`config.mk`:
```
export PLATFORM = sky130hd
export DESIGN_NAME = rx_display_sequencer_flat
export DESIGN_NICKNAME = d
export VERILOG_FILES = /design/src/rtl/rx_display_sequencer_if.sv /design/src/rtl/rx_display_sequencer.sv /design/src/flat_wrapper.sv
export SDC_FILE = /design/constraint.sdc
export NUM_CORES = 1
export LEC_CHECK = 0
export ABC_CLOCK_PERIOD_IN_PS = 3000
export BUFFER_PORTS_ARGS = -buffer_cell sky130_fd_sc_hd__buf_2
export CAP_MARGIN = 10
export CORE_MARGIN = 1.5
export CORE_UTILIZATION = 35
export CTS_CLUSTER_DIAMETER = 40
export DETAILED_ROUTE_END_ITERATION = 8
export PLACE_DENSITY = 0.54
export SLEW_MARGIN = 20
export SYNTH_ARGS = -nofsm -noshare
export SYNTH_HDL_FRONTEND = slang
export SYNTH_SLANG_ARGS = --single-unit
export TNS_END_PERCENT = 10
```
`constraint.sdc`:
```
create_clock -name clk -period 3 [get_ports clk]
set_input_delay 0.15 -clock clk [delete_from_list [all_inputs] [get_ports clk]]
set_output_delay 0.15 -clock clk [all_outputs]
set_load 0.01 [all_outputs]
```
`src/rtl/rx_display_sequencer_if.sv`:
```
// Receive-side strobe bus from the UART plus the display/statistics outputs
// presented to the LED driver; master drives received bytes, slave sequences them.
interface rx_display_sequencer_if;
    logic [7:0]  rx_data;
    logic        rx_valid;
    logic        rx_perror;
    logic        rx_ferror;
    logic [15:0] signal_to_display;
    logic        display_update;
    logic        error_flag;
    logic        timeout_pulse;
    logic [7:0]  word_count;
    logic [7:0]  err_count;

    modport master (
        output rx_data, rx_valid, rx_perror, rx_ferror,
        input  signal_to_display, display_update, error_flag,
        input  timeout_pulse, word_count, err_count
    );

    modport slave (
        input  rx_data, rx_valid, rx_perror, rx_ferror,
        output signal_to_display, display_update, error_flag,
        output timeout_pulse, word_count, err_count
    );
endinterface

```
`src/rtl/rx_display_sequencer.sv`:
```
// Pairs received bytes into 16-bit display words (high byte first), shows an
// error pattern on receive errors, and drops half words after an inter-byte timeout.
module rx_display_sequencer #(
    parameter int          TIMEOUT_CYCLES = 1024,
    parameter logic [15:0] ERROR_PATTERN  = 16'hEEEE
) (
    input  logic                   clk,
    input  logic                   reset,
    input  logic                   clear,
    rx_display_sequencer_if.slave  bus
);

    typedef enum logic [1:0] {
        IDLE     = 2'd0,
        WAIT_LOW = 2'd1,
        COMMIT   = 2'd2,
        ERROR    = 2'd3
    } state_t;

    localparam logic [15:0] TIMER_LAST = 16'(TIMEOUT_CYCLES - 1);

    state_t      state_q, state_d;
    logic [7:0]  hi_q, hi_d;
    logic [7:0]  lo_q, lo_d;
    logic [15:0] timer_q, timer_d;
    logic [15:0] disp_q, disp_d;
    logic        upd_q, upd_d;
    logic        errf_q, errf_d;
    logic        to_q, to_d;
    logic [7:0]  wc_q, wc_d;
    logic [7:0]  ec_q, ec_d;

    logic        byte_good_s;
    logic        byte_err_s;

    assign byte_err_s  = bus.rx_valid & (bus.rx_perror | bus.rx_ferror);
    assign byte_good_s = bus.rx_valid & ~(bus.rx_perror | bus.rx_ferror);

    // Next-state and datapath: commit/error side effects first, then byte intake.
    always_comb begin
        state_d = state_q;
        hi_d    = hi_q;
        lo_d    = lo_q;
        timer_d = timer_q;
        disp_d  = disp_q;
        upd_d   = 1'b0;
        errf_d  = errf_q;
        to_d    = 1'b0;
        wc_d    = wc_q;
        ec_d    = ec_q;

        if (clear) begin
            // Same effect as reset; a byte strobed alongside clear is dropped.
            state_d = IDLE;
            hi_d    = 8'h00;
            lo_d    = 8'h00;
            timer_d = 16'h0000;
            disp_d  = 16'h0000;
            errf_d  = 1'b0;
            wc_d    = 8'h00;
            ec_d    = 8'h00;
        end else begin
            case (state_q)
                WAIT_LOW: begin
                    if (byte_good_s) begin
                        lo_d    = bus.rx_data;
                        state_d = COMMIT;
                    end else if (byte_err_s) begin
                        hi_d    = 8'h00;
                        state_d = ERROR;
                    end else if (timer_q == TIMER_LAST) begin
                        hi_d    = 8'h00;
                        to_d    = 1'b1;
                        state_d = IDLE;
                    end else begin
                        timer_d = timer_q + 16'd1;
                    end
                end
                IDLE, COMMIT, ERROR: begin
                    if (state_q == COMMIT) begin
                        disp_d = {hi_q, lo_q};
                        upd_d  = 1'b1;
                        errf_d = 1'b0;
                        wc_d   = wc_q + 8'd1;
                    end else if (state_q == ERROR) begin
                        disp_d = ERROR_PATTERN;
                        upd_d  = 1'b1;
                        errf_d = 1'b1;
                        ec_d   = (ec_q == 8'hFF) ? ec_q : (ec_q + 8'd1);
                    end else begin
                        disp_d = disp_q;
                    end

                    // COMMIT and ERROR accept a new byte exactly like IDLE.
                    if (byte_good_s) begin
                        hi_d    = bus.rx_data;
                        timer_d = 16'h0000;
                        state_d = WAIT_LOW;
                    end else if (byte_err_s) begin
                        state_d = ERROR;
                    end else begin
                        state_d = IDLE;
                    end
                end
                default: begin
                    state_d = IDLE;
                end
            endcase
        end
    end

    // State and output registers with synchronous reset.
    always_ff @(posedge clk) begin
        if (reset) begin
            state_q <= IDLE;
            hi_q    <= 8'h00;
            lo_q    <= 8'h00;
            timer_q <= 16'h0000;
            disp_q  <= 16'h0000;
            upd_q   <= 1'b0;
            errf_q  <= 1'b0;
            to_q    <= 1'b0;
            wc_q    <= 8'h00;
            ec_q    <= 8'h00;
        end else begin
            state_q <= state_d;
            hi_q    <= hi_d;
            lo_q    <= lo_d;
            timer_q <= timer_d;
            disp_q  <= disp_d;
            upd_q   <= upd_d;
            errf_q  <= errf_d;
            to_q    <= to_d;
            wc_q    <= wc_d;
            ec_q    <= ec_d;
        end
    end

    assign bus.signal_to_display = disp_q;
    assign bus.display_update    = upd_q;
    assign bus.error_flag        = errf_q;
    assign bus.timeout_pulse     = to_q;
    assign bus.word_count        = wc_q;
    assign bus.err_count         = ec_q;

endmodule
```
`src/flat_wrapper.sv`:
```
// flat-port wrapper written by rule: the top's interface ports become plain ports
module rx_display_sequencer_flat 
#(
    parameter int          TIMEOUT_CYCLES = 1024,
    parameter logic [15:0] ERROR_PATTERN  = 16'hEEEE
)
  (clk, reset, clear, bus_rx_data, bus_rx_valid, bus_rx_perror, bus_rx_ferror, bus_signal_to_display, bus_display_update, bus_error_flag, bus_timeout_pulse, bus_word_count, bus_err_count);
  rx_display_sequencer_if bus_i ();
  input  logic clk;
  input  logic reset;
  input  logic clear;
  input wire logic [$bits(bus_i.rx_data)-1:0] bus_rx_data;
  input wire logic [$bits(bus_i.rx_valid)-1:0] bus_rx_valid;
  input wire logic [$bits(bus_i.rx_perror)-1:0] bus_rx_perror;
  input wire logic [$bits(bus_i.rx_ferror)-1:0] bus_rx_ferror;
  output wire logic [$bits(bus_i.signal_to_display)-1:0] bus_signal_to_display;
  output wire logic [$bits(bus_i.display_update)-1:0] bus_display_update;
  output wire logic [$bits(bus_i.error_flag)-1:0] bus_error_flag;
  output wire logic [$bits(bus_i.timeout_pulse)-1:0] bus_timeout_pulse;
  output wire logic [$bits(bus_i.word_count)-1:0] bus_word_count;
  output wire logic [$bits(bus_i.err_count)-1:0] bus_err_count;
  assign bus_i.rx_data = bus_rx_data;
  assign bus_i.rx_valid = bus_rx_valid;
  assign bus_i.rx_perror = bus_rx_perror;
  assign bus_i.rx_ferror = bus_rx_ferror;
  assign bus_signal_to_display = bus_i.signal_to_display;
  assign bus_display_update = bus_i.display_update;
  assign bus_error_flag = bus_i.error_flag;
  assign bus_timeout_pulse = bus_i.timeout_pulse;
  assign bus_word_count = bus_i.word_count;
  assign bus_err_count = bus_i.err_count;
  rx_display_sequencer #(.TIMEOUT_CYCLES(TIMEOUT_CYCLES), .ERROR_PATTERN(ERROR_PATTERN)) u_core (.clk(clk), .reset(reset), .clear(clear), .bus(bus_i));
endmodule
```
==> results.sh, run 1 <==
export IMPL_status="finished clean"
export IMPL_dpl_instance_area_sq_um=3270
export IMPL_postRouteAntennaNets=0
export IMPL_crit_cells=4
export IMPL_grt_use_met1_pct=20.9
export IMPL_fin_nets=380
export IMPL_row_count=33
export IMPL_yosysMostFrequentCell="dfxtp_1"
export IMPL_io_pins=49
export IMPL_antennaDiodeCount=0
export IMPL_syn_to_final_growth_pct=20.8
export IMPL_yosys_top_cells_area="dfxtp_1 (47%), o221a_2 (4.6%), a21oi_1 (4.1%)"
export IMPL_yosysUniqueCellTypes=49
export IMPL_setup_ws_ps=785
export IMPL_cts_sinks=69
export IMPL_maxSlewHeadroom_pct=48.4
export IMPL_grt_pass1_vias=2328
export IMPL_report_final_slew_viol_count=0
export IMPL_grtUsageMet2_pct=24.2
export IMPL_critPathRequiredTime_ps=3270
export IMPL_crit_type="reg -> reg"
export IMPL_grt_usage_pct=15.8
export IMPL_synth_seq_area_share_pct=47.5
export IMPL_fin_crit_ps=2210
export IMPL_place_inst=457
export IMPL_dieArea_sq_um=8870
export IMPL_gp_congestion=0.802
export IMPL_cts_buffers=9
export IMPL_layout_drive_gt1_share_pct=27.2
export IMPL_cp_max_fo=14
export IMPL_setup_tns_ps=0
export IMPL_cts_hold_buffers_added=0
export IMPL_vias_per_cell=5.26
export IMPL_use_met3_pct=3.48
export IMPL_synth_area_sq_um=2910
export IMPL_cp_top_family="simple AND/OR/NAND/NOR gates"
export IMPL_grt_remaining_overflow=0
export IMPL_clock_fmax_ghz=0.452
export IMPL_setup_violations=0
export IMPL_stdcell_count=473
export IMPL_p_per_area_nw_per_um2=551
export IMPL_cts_setup_buffers=0
export IMPL_power_internal_mw=1.51
export IMPL_synth_top_area_cell="dfxtp_1"
export IMPL_busiest_layer="met2"
export IMPL_crit_path_max_incr_delay_ps=650
export IMPL_wl_per_cell_um=13.8
export IMPL_ys_async_sr_fraction_pct=0
export IMPL_timing_hold_worst_class="in -> reg"
export IMPL_yosys_warnings=0
export IMPL_cts_path_max_buffers=2
export IMPL_seqPwrFrac_pct=48.0
export IMPL_r2r_slack_ps=790
export IMPL_clock_tree_root_cell="clkbuf_8"
export IMPL_worstRegToRegCells=4
export IMPL_p_comb_share_pct=3.9
export IMPL_p_switching_uw=428
export IMPL_finalHoldViolations=0
export IMPL_first_iter_violations=131
export IMPL_cts_tree="done"
export IMPL_crit_path_top_delay_cell="or4_2"
export IMPL_synth_nets=328
export IMPL_synth_edff_count=0
export IMPL_worstMarginPinSlew_ps=769
export IMPL_synth_flop_cell="dfxtp_1"
export IMPL_clk_pin_slew_worst_paths_ps=80
export IMPL_critPathLaunchType="flip-flop"
export IMPL_drt_pass1_iter_count=4
export IMPL_antenna_found_initial=0
export IMPL_hpwl_um=4400
export IMPL_period_share_pct=73.8
export IMPL_rsz0062_at_grt="no"
export IMPL_grt_max_degree=35
export IMPL_synth_avg_cell_area_sq_um=9.35
export IMPL_postLayoutCellArea_sq_um=3510
export IMPL_p_total_mw=1.94
export IMPL_synth_seq_cells=69
export IMPL_pre_cts_ws_ps=827
export IMPL_grt_pass1_wl_um=11000
export IMPL_coreArea_sq_um=8130
export IMPL_netSwitchingFraction_pct=22.1
export IMPL_initial_utilization_pct=35.8
export IMPL_die_h_um=94.2
export IMPL_io_buffers=48
export IMPL_drc=0
export IMPL_clock_skew_ps=8.38
export IMPL_clkPwrFrac_pct=48.1
export IMPL_totalWireLength_um=6550
export IMPL_clock_latency_ps=340
export IMPL_vias=2488
export IMPL_htree_levels=3
export IMPL_arrival_ps=2490
export IMPL_peakVddDrop_mv=0.256
export IMPL_path_cells="nor3b_2 > nand3_1 > or4_2 > a21oi_1"
export IMPL_postCtsResizedCells=0
export IMPL_leakage_nw=1.31
export IMPL_crit_buf_inv=0
export IMPL_netlist_area_leader_share_pct=47.5
export IMPL_critPathCaptureType="flip-flop"
export IMPL_synth_cells=311
export IMPL_dieWidth_um=94.2
export IMPL_hold_depth=3
export IMPL_cap_violations=0
export IMPL_synthTopCellsByCount="dfxtp_1 (69), nand2_1 (31), nor2_1 (30), a21oi_1 (24), nand3_1 (14)"
## final timing paths
kind | start | endpoint
min | bus_rx_data[5] | u_core.hi_q[5]
min reg2reg | u_core.hi_q[0] | u_core.hi_q[0]
max reg2reg | u_core.state_q[1] | u_core.timer_q[9]
max | u_core.state_q[1] | u_core.timer_q[9]
## state kept, by name (all words and copies together) (netlist names)
| signal | flops |
|---|---|
| u_core.hi_q | 8 |
| u_core.bus.signal_to_display | 16 |
| u_core.bus.err_count | 8 |
| u_core.bus.display_update | 1 |
| u_core.bus.error_flag | 1 |
| u_core.timer_q | 16 |
| u_core.lo_q | 8 |
| u_core.bus.word_count | 8 |
| u_core.state_q | 2 |
| u_core.bus.timeout_pulse | 1 |
## worst reg2reg max path: cells and delay by family (launching register included)
family           cells  cell delay, ps
AO/OA/AOI/OAI        1             150
AND/OR/NAND/NOR      3            1520
flip-flops           1             480
## placed cells by master, fill, tap and decap left out, types with 2 or more instances in the layout
cell / instances
nor4_1: 3
a211oi_1: 2
or3_2: 5
dfxtp_1: 69
nand3_1: 14
inv_6: 2
nor3_1: 5
xor2_1: 6
nand4_1: 10
mux2i_1: 10
o221a_2: 12
nor2_1: 30
or2_2: 2
inv_1: 2
a21oi_1: 24
bufinv_16: 3
buf_4: 7
nand2_1: 31
or4_1: 6
o211ai_1: 3
o31ai_1: 5
o2111ai_1: 4
xnor2_1: 6
o21ai_0: 8
ha_1: 3
clkbuf_8: 9
and4_1: 2
nor2b_1: 6
a2111o_1: 2
nand2b_1: 2
buf_2: 48
a31oi_1: 3
and3_1: 5
## logic make-up (layout without fill, tap and decap cells)
| group | Yosys count | count (layout) | synth area share, % |
|---|---|---|---|
| AND/OR/NAND/NOR | 132 | 132 | 24.4 |
| AO/OA/AOI/OAI | 69 | 69 | 17.3 |
| flip-flops | 69 | 69 | 47.5 |
| buffers and inverters | 16 | 73 | 2.45 |
| XOR/XNOR | 12 | 12 | 3.61 |
| multiplexers | 10 | 10 | 3.44 |
| adder cells (fa/ha/maj) | 3 | 3 | 1.29 |
## per-layer routing
layer	vias to the layer above	part of all wire (%)	wire length, um
li1	1269	-	-
met1	1166	50	3250
met2	43	45	2930
met3	10	4.1	267
met4	0	1.6	102
met5	-	0	0
## area by class of cell
class	count	area, sq um
Multi-Input combinational cell	226	1460
Sequential cell	69	1380
Fill cell	798	4620
Tap cell	105	131
Clock buffer	9	124
Clock inverter	7	121
Timing Repair Buffer	55	293
Inverter	2	7.51
## metrics by stage
stage | utilization, % | hold WS [ps]
2_1_floorplan | - | 286
3_3_place_gp | 40.2 | 411
3_5_place_dp | 40.2 | 410
4_1_cts | 43.2 | 27.4
5_1_grt | 43.2 | 55.9
6_report | 43.2 | 50.0
## power by group through the flow
| stage | clock [mW] | combinational [mW] | sequential (mW) |
|---|---|---|---|
| after floorplan | 0 | 0.0437 | 0.950 |
| after global placement | 0 | 0.0764 | 0.950 |
| after detailed placement | 0 | 0.0771 | 0.950 |
| after CTS | 0.954 | 0.0774 | 0.929 |
| after global routing | 0.986 | 0.0842 | 0.930 |
| final | 0.930 | 0.0764 | 0.929 |
(Power assumes the default switching activity.)
==> run 2: changes to the inputs <==
Settings changed: ABC_CLOCK_PERIOD_IN_PS 3000 to 2100.
Clock period 3 ns to 2.1 ns, I/O delays scaled along.
==> results.sh, run 2 (synthesis results as in run 1) <==
export IMPL_antenna_found_initial=0
export IMPL_cts_tree="done"
export IMPL_status="finished clean"
export IMPL_drt_pass1_iter_count=4
export IMPL_layout_drive_gt1_share_pct=28.2
export IMPL_dieWidth_um=94.2
export IMPL_clock_fmax_ghz=0.504
export IMPL_io_buffers=48
export IMPL_p_comb_share_pct=4.6
export IMPL_wl_per_cell_um=14.1
export IMPL_first_iter_violations=117
export IMPL_cts_buffers=9
export IMPL_path_cells="ha_1 > nand3_1 > or4_1 > a2111o_1 > nand2_1"
export IMPL_vias=2557
export IMPL_clock_tree_root_cell="clkbuf_8"
export IMPL_peakVddDrop_mv=0.395
export IMPL_arrival_ps=2270
export IMPL_fin_nets=391
export IMPL_final_cell_mix="dfxtp_1 (69), buf_2 (48), nand2_1 (31)"
export IMPL_coreArea_sq_um=8130
export IMPL_critPathLaunchType="flip-flop"
export IMPL_timing_rr_end="u_core.timer_q[14]"
export IMPL_io_pins=49
export IMPL_p_total_mw=2.71
export IMPL_leakage_nw=1.36
export IMPL_final_seq_area_sq_um=1380
export IMPL_clkPwrFrac_pct=46.4
export IMPL_period_share_pct=94.5
export IMPL_clock_skew_ps=10.7
export IMPL_multi_input_area_sq_um=1460
export IMPL_stdcell_count=484
export IMPL_power_internal_mw=2.10
export IMPL_seqPwrFrac_pct=49.0
export IMPL_cp_max_fo=6
export IMPL_cap_violations=0
export IMPL_syn_to_final_growth_pct=24.0
export IMPL_cp_top_family="simple AND/OR/NAND/NOR gates"
export IMPL_finalHoldViolations=0
export IMPL_p_per_area_nw_per_um2=750
export IMPL_setup_violations=0
export IMPL_grt_pass1_vias=2453
export IMPL_drc=0
export IMPL_worstRegToRegCells=5
export IMPL_postCtsResizedCells=0
export IMPL_initial_utilization_pct=35.8
export IMPL_crit_type="reg -> reg"
export IMPL_grt_remaining_overflow=0
export IMPL_cp_startpoint="u_core.timer_q[0]"
export IMPL_cts_path_max_buffers=2
export IMPL_fin_crit_ps=1980
export IMPL_dieArea_sq_um=8870
export IMPL_clk_pin_slew_worst_paths_ps=70
export IMPL_timing_rr_start="u_core.timer_q[0]"
export IMPL_layout_commonest_cell="dfxtp_1"
export IMPL_cts_sinks=69
export IMPL_place_inst=464
export IMPL_hold_worst_slack_ps=25.1
export IMPL_setup_tns_ps=0
export IMPL_row_count=33
export IMPL_r2r_slack_ps=120
export IMPL_crit_path_top_delay_cell="or4_1"
export IMPL_hold_depth=3
export IMPL_fin_util_pct=44.3
export IMPL_htree_levels=3
export IMPL_critPathCaptureType="flip-flop"
export IMPL_worstMarginPinSlew_ps=427
export IMPL_crit_path_max_incr_delay_ps=570
export IMPL_timing_hold_worst_class="in -> reg"
export IMPL_crit_cells=5
export IMPL_crit_buf_inv=0
export IMPL_maxSlewHeadroom_pct=71.5
export IMPL_report_final_slew_viol_count=0
export IMPL_antennaDiodeCount=0
export IMPL_hpwl_um=4760
export IMPL_p_switching_uw=602
export IMPL_totalWireLength_um=6810
export IMPL_die_h_um=94.2
export IMPL_num_fill_cells=788
export IMPL_crit_path_end="u_core.timer_q[14]"
export IMPL_vias_per_cell=5.28
export IMPL_gp_congestion=0.781
export IMPL_netSwitchingFraction_pct=22.2
export IMPL_postRouteAntennaNets=0
export IMPL_grt_max_degree=29
export IMPL_rsz0062_at_grt="no"
export IMPL_grt_usage_pct=16.6
export IMPL_grt_pass1_wl_um=11400
export IMPL_clock_latency_ps=340
export IMPL_critPathRequiredTime_ps=2380
==> run 2: cell type report <==
type                    instances  area share [%]
clock buffers                  11            4.20
clock inverters                 5            2.25
inverters                       2           0.208
multi-input cells             226            40.4
flip-flops and latches         69            38.3
well taps                     105            3.64
repair buffers                 66            11.0
==> run 2: routing by layer <==
metal  global-route usage [%]  part of all wire [%]  vias to the layer above  routed length (um)
met2                     26.1                    48                       55                3290
met4                     7.71                   1.0                        0                  70
met1                     20.8                    47                     1215                3180
met3                     4.94                   4.0                        6                 271
li1                         -                     -                     1281                   -
met5                        0                     0                        -                   0
==> run 2: worst min path at each step <==
| stage | from | to |
|---|---|---|
| finish | bus_rx_data[4] | u_core.hi_q[4] |
| global route | bus_rx_data[2] | u_core.hi_q[2] |
| CTS | bus_rx_data[2] | u_core.hi_q[2] |
| detailed placement | bus_rx_data[0] | u_core.hi_q[0] |
| global placement | bus_rx_data[5] | u_core.lo_q[5] |
| floorplan | bus_rx_data[0] | u_core.hi_q[0] |
==> run 2: power by group through the flow <==
stage	combinational (mW)	clock [mW]	sequential [mW]
after global placement	0.121	0	1.35
after global routing	0.138	1.35	1.33
final	0.125	1.26	1.32
after detailed placement	0.121	0	1.36
after floorplan	0.0624	0	1.36
after CTS	0.127	1.29	1.32
==> run 2: tightest hold or removal path, stage by stage <==
cell,delay [ps]
buf_2,110
nand2_1,50
a21oi_1,50
==> run 2: through the flow <==
stage,area [sq um],worst slack [ps]
finish,3610,115
global route,3610,35.7
CTS,3610,122
detailed placement,3330,174
global placement,3330,212
floorplan,2910,298
==> run 2: what timing repair did <==
action | in CTS | in global routing
hold buffers | 4 | 0
endpoints found under the hold margin | 4 | 0
endpoints found under the setup margin | 0 | 0
buffers inserted | 0 | 0
==> run 3: changes to the inputs <==
Settings changed: ABC_CLOCK_PERIOD_IN_PS 2100 to 2400.
Clock period 2.1 ns to 2.4 ns, I/O delays scaled along.
==> results.sh, run 3 (synthesis results as in run 1) <==
export IMPL_gp_congestion=0.776
export IMPL_io_pins=49
export IMPL_vias=2548
export IMPL_p_per_area_nw_per_um2=665
export IMPL_first_iter_violations=112
export IMPL_clk_pin_slew_worst_paths_ps=80
export IMPL_seqPwrFrac_pct=49.3
export IMPL_dieArea_sq_um=8870
export IMPL_drc=0
export IMPL_cts_buffers=9
export IMPL_cts_tree="done"
export IMPL_finalHoldViolations=0
export IMPL_grt_pass1_wl_um=11400
export IMPL_report_final_slew_viol_count=0
export IMPL_postRouteAntennaNets=0
export IMPL_cp_max_fo=8
export IMPL_htree_levels=3
export IMPL_period_share_pct=82.9
export IMPL_grt_max_degree=29
export IMPL_antennaDiodeCount=0
export IMPL_peakVddDrop_mv=0.247
export IMPL_busiest_layer="met2"
export IMPL_netSwitchingFraction_pct=23.9
export IMPL_p_switching_uw=561
export IMPL_final_cell_mix="dfxtp_1 (69), buf_2 (48), nand2_1 (31)"
export IMPL_clock_skew_ps=10.0
export IMPL_critPathLaunchType="flip-flop"
export IMPL_die_h_um=94.2
export IMPL_hpwl_um=4600
export IMPL_grt_use_met1_pct=21.1
export IMPL_antenna_found_initial=0
export IMPL_maxSlewHeadroom_pct=37.7
export IMPL_vias_per_cell=5.33
export IMPL_hold_depth=3
export IMPL_cap_violations=0
export IMPL_p_comb_share_pct=4.4
export IMPL_cts_path_max_buffers=2
export IMPL_clock_latency_ps=350
export IMPL_cts_setup_buffers=0
export IMPL_clock_fmax_ghz=0.503
export IMPL_initial_utilization_pct=35.8
export IMPL_use_met3_pct=3.32
export IMPL_grt_pass1_vias=2410
export IMPL_critPathCaptureType="flip-flop"
export IMPL_place_inst=460
export IMPL_grtUsageMet2_pct=26.2
export IMPL_worstRegToRegCells=4
export IMPL_clock_tree_root_cell="clkbuf_8"
export IMPL_timing_hold_worst_class="in -> reg"
export IMPL_grt_usage_pct=16.6
export IMPL_layout_drive_gt1_share_pct=27.6
export IMPL_stdcell_count=478
export IMPL_arrival_ps=2270
export IMPL_totalWireLength_um=6800
export IMPL_clkPwrFrac_pct=46.3
export IMPL_fin_nets=385
export IMPL_grt_remaining_overflow=0
export IMPL_power_internal_mw=1.79
export IMPL_layout_commonest_cell="dfxtp_1"
export IMPL_leakage_nw=1.32
export IMPL_dieWidth_um=94.2
export IMPL_crit_type="reg -> reg"
export IMPL_drt_pass1_iter_count=4
export IMPL_worstMarginPinSlew_ps=929
export IMPL_row_count=33
export IMPL_cts_sinks=69
export IMPL_rsz0062_at_grt="no"
export IMPL_status="finished clean"
export IMPL_setup_violations=0
export IMPL_wl_per_cell_um=14.2
export IMPL_coreArea_sq_um=8130
export IMPL_critPathRequiredTime_ps=2680
export IMPL_io_buffers=48
export IMPL_fin_crit_ps=1990
export IMPL_setup_tns_ps=0
export IMPL_syn_to_final_growth_pct=21.7
[run 3: cell types whose count changed in the layout (fill, tap and decap cells not counted)]
cell and delta:
buf_4 -3, inv_6 +1, clkinv_2 -1, clkbuf_8 -2
buf_12 -1, clkinv_4 +1, dlygate4sd3_1 -2, inv_8 +1
[run 3: timing repair]
item | in CTS | in global routing
resized for setup | 0 | 0
hold buffers | 2 | 0
hold endpoints to repair | 2 | 0
endpoints found under the setup margin | 0 | 0
[run 3: critical path: stages, from the launching register on]
cell     delay, ps
dfxtp_1        460
nor3b_2        480
nand3_1        190
or4_2          640
a21oi_1        160
[run 3: worst paths after layout]
path,endpoint,from,slack [ps]
max,u_core.timer_q[9],u_core.state_q[0],410
min,u_core.hi_q[3],bus_rx_data[3],20
max reg2reg,u_core.timer_q[9],u_core.state_q[0],410
min reg2reg,u_core.hi_q[1],u_core.hi_q[1],460
[run 3: per-layer routing]
| metal | up-vias | wire [um] |
|---|---|---|
| li1 | 1268 | - |
| met1 | 1218 | 3300 |
| met2 | 44 | 3110 |
| met3 | 18 | 209 |
| met4 | 0 | 178 |
| met5 | - | 0 |
[run 3: power groups by stage]
stage | registers (mW) | clock network (mW) | logic, mW
after floorplan | 1.19 | 0 | 0.0546
after global placement | 1.19 | 0 | 0.102
after global routing | 1.16 | 1.17 | 0.113
after detailed placement | 1.19 | 0 | 0.102
after CTS | 1.16 | 1.12 | 0.105
final | 1.16 | 1.09 | 0.103
[run 3: final cells by class]
class	instances	area [sq um]
inverter	2	7.51
fill	836	4590
timing repair buffer	60	335
clock inverter	7	105
multi-input combinational	226	1460
sequential	69	1380
clock buffer	9	124
tap	105	131
[run 3: metrics by stage]
stage          hold WS [ps]  setup slack [ps]  area [sq um]  power (mW)  util, %
2_1_floorplan           256               598          2910        1.24        -
3_3_place_gp            382               507          3290        1.29     40.5
3_5_place_dp            379               445          3290        1.29     40.5
4_1_cts               0.743               435          3540        2.38     43.5
5_1_grt                3.97               243          3540        2.44     43.5
6_report               17.2               410          3540        2.35     43.5
